<file path="src/rtl/copro_pkg.sv">
// Shared types and constants for the LM32 user-instruction coprocessor dispatcher.
// Holds the FSM state encoding, unit ids, opcode field positions and the FP error value.
package copro_pkg;

  typedef enum logic [1:0] {
    IDLE  = 2'd0,
    ISSUE = 2'd1,
    WAIT  = 2'd2
  } state_e;

  localparam int UNIT_ADD = 0;
  localparam int UNIT_MUL = 1;
  localparam int UNIT_DIV = 2;
  localparam int UNIT_CVT = 3;

  localparam int OPC_UNIT_MSB = 6;
  localparam int OPC_UNIT_LSB = 4;
  localparam int OPC_FUNC_MSB = 3;
  localparam int OPC_FUNC_LSB = 0;

  localparam logic [31:0] FP_QNAN = 32'h7FC0_0000;

endpackage

</file>
<file path="src/rtl/copro_dispatch.sv">
// Issues one LM32 user instruction to one FP execution unit and returns its result,
// with illegal-unit detection and a per-operation timeout that flushes a hung unit.
module copro_dispatch
  import copro_pkg::*;
#(
  parameter int          NUM_UNITS      = 4,
  parameter int          TIMEOUT_CYCLES = 255,
  parameter logic [31:0] ERR_RESULT     = FP_QNAN
) (
  input  logic                    clk,
  input  logic                    rst_n,
  input  logic                    cpu_valid,
  input  logic [10:0]             cpu_opcode,
  input  logic [31:0]             cpu_op0,
  input  logic [31:0]             cpu_op1,
  output logic [31:0]             cpu_result,
  output logic                    cpu_complete,
  output logic [NUM_UNITS-1:0]    unit_start,
  output logic [3:0]              unit_func,
  output logic [31:0]             unit_a,
  output logic [31:0]             unit_b,
  input  logic [NUM_UNITS-1:0]    unit_done,
  input  logic [32*NUM_UNITS-1:0] unit_result,
  output logic [NUM_UNITS-1:0]    unit_flush,
  output logic                    busy,
  output logic                    err_illegal,
  output logic                    err_timeout,
  input  logic                    err_clr
);

  localparam int          CW      = $clog2(TIMEOUT_CYCLES + 1);
  localparam logic [CW-1:0] TO_LAST = CW'(TIMEOUT_CYCLES - 1);

  state_e          state_r;
  logic [2:0]      unit_sel_r;
  logic [CW-1:0]   cnt_r;
  logic [2:0]      unit_id_s;
  logic            unit_legal_s;
  logic            done_sel_s;
  logic [31:0]     result_sel_s;

  function automatic logic [NUM_UNITS-1:0] unit_onehot(input logic [2:0] sel);
    logic [NUM_UNITS-1:0] oh;
    oh = '0;
    for (int i = 0; i < NUM_UNITS; i++) begin
      if (3'(i) == sel) begin
        oh[i] = 1'b1;
      end else begin
        oh[i] = 1'b0;
      end
    end
    return oh;
  endfunction

  // Decode the incoming unit id and select done/result of the unit in flight.
  always_comb begin
    unit_id_s    = cpu_opcode[OPC_UNIT_MSB:OPC_UNIT_LSB];
    unit_legal_s = ({1'b0, unit_id_s} < 4'(NUM_UNITS));
    done_sel_s   = 1'b0;
    result_sel_s = 32'h0000_0000;
    for (int i = 0; i < NUM_UNITS; i++) begin
      if (3'(i) == unit_sel_r) begin
        done_sel_s   = unit_done[i];
        result_sel_s = unit_result[32*i +: 32];
      end else begin
        done_sel_s   = done_sel_s;
        result_sel_s = result_sel_s;
      end
    end
  end

  // Dispatch FSM, timeout counter and all registered outputs.
  always_ff @(posedge clk or negedge rst_n) begin
    if (!rst_n) begin
      state_r      <= IDLE;
      unit_sel_r   <= 3'd0;
      cnt_r        <= '0;
      cpu_result   <= 32'h0000_0000;
      cpu_complete <= 1'b0;
      unit_start   <= '0;
      unit_flush   <= '0;
      unit_func    <= 4'h0;
      unit_a       <= 32'h0000_0000;
      unit_b       <= 32'h0000_0000;
      busy         <= 1'b0;
      err_illegal  <= 1'b0;
      err_timeout  <= 1'b0;
    end else begin
      cpu_complete <= 1'b0;
      unit_start   <= '0;
      unit_flush   <= '0;
      // Clear first so a same-cycle set below overrides it.
      if (err_clr) begin
        err_illegal <= 1'b0;
        err_timeout <= 1'b0;
      end
      case (state_r)
        IDLE: begin
          if (cpu_valid) begin
            unit_func <= cpu_opcode[OPC_FUNC_MSB:OPC_FUNC_LSB];
            unit_a    <= cpu_op0;
            unit_b    <= cpu_op1;
            if (unit_legal_s) begin
              unit_sel_r <= unit_id_s;
              unit_start <= unit_onehot(unit_id_s);
              busy       <= 1'b1;
              state_r    <= ISSUE;
            end else begin
              cpu_result   <= ERR_RESULT;
              cpu_complete <= 1'b1;
              err_illegal  <= 1'b1;
            end
          end
        end
        ISSUE: begin
          cnt_r   <= '0;
          state_r <= WAIT;
        end
        WAIT: begin
          if (done_sel_s) begin
            cpu_result   <= result_sel_s;
            cpu_complete <= 1'b1;
            busy         <= 1'b0;
            state_r      <= IDLE;
          end else if (cnt_r == TO_LAST) begin
            unit_flush   <= unit_onehot(unit_sel_r);
            cpu_result   <= ERR_RESULT;
            cpu_complete <= 1'b1;
            err_timeout  <= 1'b1;
            busy         <= 1'b0;
            state_r      <= IDLE;
          end else begin
            cnt_r <= cnt_r + CW'(1);
          end
        end
        default: begin
          busy    <= 1'b0;
          state_r <= IDLE;
        end
      endcase
    end
  end

endmodule

</file>
<file path="config.mk">
export PLATFORM = sky130hd
export DESIGN_NAME = copro_dispatch
export DESIGN_NICKNAME = d
export VERILOG_FILES = /design/src/rtl/copro_pkg.sv /design/src/rtl/copro_dispatch.sv
export SDC_FILE = /design/constraint.sdc
export NUM_CORES = 1
export LEC_CHECK = 0
export CORE_ASPECT_RATIO = 0.5
export CORE_MARGIN = 1.5
export CORE_UTILIZATION = 42
export DETAILED_ROUTE_END_ITERATION = 7
export PLACE_DENSITY = 0.88
export SLEW_MARGIN = 20
export SYNTH_ARGS = -nofsm -noshare
export SYNTH_HDL_FRONTEND = slang
export SYNTH_SLANG_ARGS = --single-unit
</file>
<file path="constraint.sdc">
create_clock -name clk -period 5.9 [get_ports clk]
set_clock_uncertainty 0.15 [all_clocks]
set_input_delay 1.475 -clock clk [delete_from_list [all_inputs] [get_ports clk]]
set_output_delay 1.475 -clock clk [all_outputs]
set_load 0.005 [all_outputs]
</file>
==> reports/qor.csv, run 1 <==
stage,metric,value,unit
outcome,outcome,"complete, no violations",
finish,# diodes,0,
sta,hold slack,0.336,ns
logic_synthesis,Yosys top cell area share,0.546,
placed_design,HPWL after DPL,13600,µm
clocking,H-tree Lvls,4,
sta,unrepaired setup endpoints after global routing,false,
placed_design,final RePlAce weighted congestion,0.852,
floorplanning,Initial Util,0.441,
clocking,CTS tree,built,
finish,area delta synth->final,67.8,%
sta,Slew headroom,0.255,
clocking,# resized after CTS,0,
critical_path,"Req. time, crit path",6.08,ns
clocking,insertion delay to the later sink of the worst-skew pair,0.40,ns
critical_path,crit path from,unit_done[0],
floorplanning,Total Die Area,0.0144,mm²
drt,DR WL/cell,19.8,µm
logic_synthesis,ys async rst share,1.00,
logic_synthesis,total number of yosys warnings,0,
logic_synthesis,syn_nets,637,
global_route,Total GRT Usage,0.255,
global_route,global route overflow,0,
finish,NumNets Final,945,
global_route,largest net degree at the start of global routing,72,
critical_path,r2r worst-path depth,5,
finish,Final Util,0.740,
global_route,initial antenna violation count,0,
power,peak supply drop,0.245,mV
flow_run,max_cap viols,0,
drt,via count,4968,
power,Pwr Density,455,mW/mm²
sta,Max Transition Viols Final,0,
drt,ANT nets after route,0,
logic_synthesis,"top cells by area, synth","dfrtp_1 (55%), mux2_2 (14%), mux4_2 (4.7%)",
critical_path,reg2reg setup slack,2.98,ns
power,overall power,4.37,mW
critical_path,Worst Setup End Kind,flip-flop,
drt,DR vias/cell,5.43,
clocking,CTS buffer count,17,
sta,Slew @ Worst Pin,1.12,ns
global_route,first-pass GRT wire length,28100,µm
sta,Setup TNS,0,ns
clocking,CTS root buf,clkbuf_16,
sta,minimum clock period,3.48,ns
logic_synthesis,number of synthesized flops with an enable pin,0,
logic_synthesis,register bit count reported by yosys,125,
critical_path,RR Endpoint,cpu_result[13],
logic_synthesis,Yosys top cell by area,dfrtp_1,
critical_path,type of origin of the critical path,input port,
power,leakage power,3.84,nW
clocking,clock sinks,125,
floorplanning,Die W,168,µm
critical_path,data arrival time of the critical path,3.66,ns
logic_synthesis,Post-Syn Area per Cell,13.5,µm²
floorplanning,Ports,323,
logic_synthesis,synthesized area,0.00573,mm²
critical_path,Worst setup endpoint,cpu_result[16],
critical_path,RR Startpoint,unit_sel_r[1],
sta,period utilization,0.589,
drt,DRC viols,0,
drt,drt first-iter violations,276,
clocking,"Hold-fix buffers, CTS",0,
finish,# fillers,880,
floorplanning,Die Y,85.6,µm
drt,WL final,18100,µm
sta,"Hold Vio Cnt, Final",0,
placed_design,Port-buffer cells,318,
clocking,CTS max path bufs,2,
min_path,min-delay worst type,reg -> reg,
sta,setup violators final,0,
global_route,vias in the first global route,5198,
floorplanning,Placeable Area,0.0130,mm²
drt,Detailed Routing Iterations Pass 1,5,
logic_synthesis,Mapped Cells,424,
critical_path,worst-path fanout max,24,
critical_path,Crit Path Category,in -> reg,
finish,share of post-route cells with drive strength above 1,0.173,
logic_synthesis,register area share after synthesis,0.546,
logic_synthesis,Yosys cell types,42,
clocking,clk slew on worst S/H paths,0.06,ns
clocking,"Setup Fix Bufs, Post-CTS",0,
logic_synthesis,dominant synthesized flop cell,dfrtp_1,
floorplanning,row cnt,29,
sta,Peak Freq,288,MHz
## cells in the final DEF, fill, tap and decap left out, types with 3 or more instances in the layout
master,instances
a32o_1,23
nand3_1,4
nor2b_1,12
dfrtp_1,123
nor2_1,7
o21ai_0,28
mux2_2,70
bufinv_16,3
o21a_1,3
buf_4,6
mux2i_1,22
clkbuf_16,17
nand2_1,10
clkinv_2,3
mux4_2,12
inv_1,5
nor4_1,6
o32a_1,9
clkdlybuf4s50_1,317
or4_1,3
clkinvlp_4,5
o221ai_1,20
## metrics by stage
step | setup WS [ns] | std cells | cell area [µm²]
floorplan | 2.99 | 424 | 5730
global placement | 2.13 | 883 | 9010
detailed placement | 2.08 | 883 | 9010
CTS | 2.47 | 915 | 9610
global route | 2.36 | 915 | 9610
finish | 2.42 | 915 | 9610
## critical path, stage by stage
cell and delay [ns]:
clkdlybuf4s50_1 0.40, mux2_4 0.28, a22o_4 0.32, o21ai_2 0.89, a32o_1 0.29
## worst min path at each step
| stage | startpoint | slack [ns] | cells after the start | end |
|---|---|---|---|---|
| floorplan | cnt_r[4] | 0.30 | 1 | cnt_r[4] |
| detailed placement | cnt_r[4] | 0.32 | 1 | cnt_r[4] |
| CTS | cnt_r[7] | 0.34 | 1 | cnt_r[7] |
| global route | unit_a[21] | 0.36 | 1 | unit_a[21] |
| finish | cnt_r[7] | 0.34 | 1 | cnt_r[7] |
| global placement | cnt_r[4] | 0.32 | 1 | cnt_r[4] |
## cells in the mapped netlist, drive strengths merged, types with 3 or more instances
library cell	count
mux2	71
a32o	23
o21a	3
o21ai	29
o32a	9
nor2b	12
or4	3
mux4	12
nor2	8
inv	5
nor4	6
clkbuf	20
mux2i	22
buf	14
o221ai	20
nand2	10
nand3	4
nand2b	3
dfrtp	125
## layout make-up
class / instances / area [µm²] / share of cell area
well taps: 170 / 213 / 0.0221
flip-flops and latches: 125 / 3130 / 0.326
multi-input cells: 260 / 2430 / 0.252
clock buffers: 18 / 439 / 0.0457
clock inverters: 14 / 169 / 0.0176
inverters: 5 / 18.8 / 0.00195
repair buffers: 323 / 3220 / 0.335
## cells by family after synthesis
group                      synth area share
buffers and inverters                0.0310
and+or+nand+nor                      0.0590
muxes                                 0.226
DFF                                   0.546
AOI/OAI and AO/OA                     0.134
adders and majority gates           0.00437
## metal layers
layer,track usage,part of all wire,vias up
met3,0.0572,0.059,33
li1,-,-,2264
met1,0.308,0.39,2482
met2,0.451,0.53,189
met4,0.103,0.022,0
met5,0,0,-
## sequential cells by signal (all words and copies together), names as in the netlist
| signal | count |
|---|---|
| cpu_result | 32 |
| unit_a | 32 |
| unit_b | 32 |
| cnt_r | 8 |
| unit_flush | 4 |
| unit_func | 4 |
| unit_start | 4 |
| unit_sel_r | 3 |
| state_r | 2 |
| busy | 1 |
| cpu_complete | 1 |
| err_illegal | 1 |
| err_timeout | 1 |
## report_power, final
| group | switching (mW) | internal, mW |
|---|---|---|
| clock network | 0.392 | 0.675 |
| registers | 0.243 | 1.20 |
| logic | 0.702 | 1.16 |
| total | 1.34 | 3.04 |
(Power assumes the default switching activity.)
==> run 2: changes to the inputs <==
--- a/config.mk
+++ b/config.mk
@@ -7,9 +7,9 @@
 export LEC_CHECK = 0
 export CORE_ASPECT_RATIO = 0.5
 export CORE_MARGIN = 1.5
-export CORE_UTILIZATION = 42
+export CORE_UTILIZATION = 39
 export DETAILED_ROUTE_END_ITERATION = 7
-export PLACE_DENSITY = 0.88
+export PLACE_DENSITY = 0.82
 export SLEW_MARGIN = 20
 export SYNTH_ARGS = -nofsm -noshare
 export SYNTH_HDL_FRONTEND = slang
==> constraint.sdc (replaced) <==
create_clock -name clk -period 3.2 [get_ports clk]
set_clock_uncertainty 0.15 [all_clocks]
set_input_delay 0.8 -clock clk [delete_from_list [all_inputs] [get_ports clk]]
set_output_delay 0.8 -clock clk [all_outputs]
set_load 0.005 [all_outputs]
==> run 2 against run 1 <==
Global-route usage fell by 2.9 points. First-iteration DRC count shrank 18%. Final cell count increased by 3.7%. Via count grew 1.0%. Sequential power grew 83%. Flip-flop and latch count is the same. Highest routed layer unchanged. Largest power group unchanged. Combinational power is 88% higher. Critical path depth down 1. Core utilization down 6.5 points.
==> reports/qor.csv, run 2 (synthesis gave the netlist of run 1 again) <==
stage,metric,value,unit,change
floorplanning,Die Y,88.7,µm,+3.6%
floorplanning,Die W,174,µm,+3.7%
drt,DR vias/cell,5.29,,-2.6%
global_route,largest net degree at the start of global routing,71,,-1.4%
clocking,H-tree Lvls,4,,unchanged
finish,area delta synth->final,69.6,%,
sta,minimum clock period,2.49,ns,
floorplanning,row cnt,31,,+6.9%
sta,Slew headroom,0.407,,+0.152
sta,setup violators final,0,,unchanged
global_route,vias in the first global route,4971,,-4.4%
placed_design,HPWL after DPL,13900,µm,+2.0%
sta,Max Transition Viols Final,0,,unchanged
sta,"Hold Vio Cnt, Final",0,,unchanged
placed_design,Setup WS pre-CTS,0.306,ns,-1.78 ns
power,peak supply drop,0.422,mV,+72%
clocking,CTS max path bufs,2,,unchanged
clocking,"Hold-fix buffers, CTS",0,,unchanged
outcome,outcome,"complete, no violations",,
critical_path,data arrival time of the critical path,2.62,ns,-1.04 ns
drt,DRC viols,0,,unchanged
floorplanning,Total Die Area,0.0155,mm²,+7.5%
flow_run,max_cap viols,0,,unchanged
global_route,initial antenna violation count,0,,unchanged
clocking,insertion delay to the later sink of the worst-skew pair,0.39,ns,about the same
finish,Largest regs,"cpu_result x32, unit_a x32, unit_b x32",,
global_route,global route overflow,0,,unchanged
clocking,CTS root buf,clkbuf_16,,
floorplanning,Placeable Area,0.0144,mm²,+11%
drt,ANT nets after route,0,,unchanged
critical_path,RR Startpoint,unit_sel_r[2],,
clocking,# resized after CTS,0,,unchanged
power,leakage power,3.89,nW,+1.3%
drt,WL final,18400,µm,+1.7%
power,Pwr Density,837,mW/mm²,+84%
sta,Peak Freq,402,MHz,
finish,"most common cell after layout, fill and taps aside",clkdlybuf4s50_1,,
drt,DR WL/cell,19.4,µm,-2.0%
critical_path,crit path from,cpu_valid,,
finish,"non-filler cells, final",949,,+3.7%
finish,share of post-route cells with drive strength above 1,0.178,,+0.00527
critical_path,"Req. time, crit path",3.33,ns,-2.75 ns
finish,# diodes,0,,unchanged
placed_design,Port-buffer cells,318,,unchanged
clocking,CTS buffer count,17,,unchanged
global_route,Total GRT Usage,0.226,,-0.0288
sta,Setup TNS,0,ns,unchanged
global_route,first-pass GRT wire length,26800,µm,-4.6%
placed_design,final RePlAce weighted congestion,0.902,,+5.9%
drt,drt first-iter violations,226,,-18%
clocking,CTS tree,built,,
critical_path,type of origin of the critical path,input port,,
finish,NumNets Final,951,,+0.63%
sta,unrepaired setup endpoints after global routing,false,,
floorplanning,Initial Util,0.398,,-0.0429
clocking,clk slew on worst S/H paths,0.06,ns,about the same
sta,PnR worst setup slack,0.712,ns,-1.71 ns
critical_path,Crit Path Category,in -> reg,,
finish,# fillers,1084,,+23%
clocking,clock sinks,125,,unchanged
critical_path,worst-path fanout max,70,,+190%
sta,Slew @ Worst Pin,0.890,ns,-0.228 ns
drt,via count,5019,,+1.0%
clocking,"Setup Fix Bufs, Post-CTS",0,,unchanged
min_path,min-delay worst type,in -> async,,
placed_design,placed insts,917,,+3.9%
finish,"commonest cells after routing, fill and taps aside","clkdlybuf4s50_1 (317), dfrtp_1 (123), mux2_2 (70), o21ai_0 (28), a32o_1 (23)",,
sta,period utilization,0.777,,
critical_path,Worst Setup End Kind,flip-flop,,
floorplanning,Ports,323,,unchanged
power,overall power,8.13,mW,+86%
drt,Detailed Routing Iterations Pass 1,5,,unchanged
-- run 2: path summary, 6_finish.rpt --
check                           endpoint  slack [ns]  cells after the start
min reg2reg                 unit_func[0]        0.35                      1
max                            unit_b[4]        0.71                      4
min                           unit_a[16]        0.28                      1
min in group clk            unit_func[0]        0.35                      1
max reg2reg                cpu_result[2]        0.80                      4
max in group asynchronous     unit_a[13]        1.86                      2
-- run 2: routing by layer --
| layer | global-route usage | share of wire |
|---|---|---|
| met3 | 0.0537 | 0.061 |
| met4 | 0.0588 | 0.014 |
| met1 | 0.285 | 0.40 |
| met2 | 0.399 | 0.52 |
| met5 | 0 | 0 |
-- run 2: layout make-up --
cell class	instances	area, µm²	area share
inverter	5	18.8	0.00193
clock buffer	20	457	0.0470
multi-input combinational	260	2430	0.250
clock inverter	12	160	0.0165
sequential	125	3130	0.322
tap	198	248	0.0255
timing repair buffer	329	3280	0.337
-- run 2: report_power, final --
part | switching, mW | internal, mW | leakage [nW]
Clock | 0.719 | 1.28 | 0.301
Sequential | 0.422 | 2.21 | 1.52
Combinational | 1.34 | 2.17 | 2.07
Total | 2.48 | 5.65 | 3.89
-- run 2: critical path, stage by stage --
cell             delay (ns)
clkdlybuf4s50_1        0.43
or3b_4                 0.25
buf_4                  0.66
mux2_2                 0.41
-- run 2: metrics by stage --
| stage | hold WS (ns) | instance area [µm²] | utilization |
|---|---|---|---|
| floorplan | 0.297 | 5730 | - |
| global route | 0.310 | 9720 | 0.675 |
| detailed placement | 0.329 | 9100 | 0.632 |
| CTS | 0.286 | 9720 | 0.675 |
| global placement | 0.317 | 9100 | 0.632 |
| finish | 0.278 | 9720 | 0.675 |
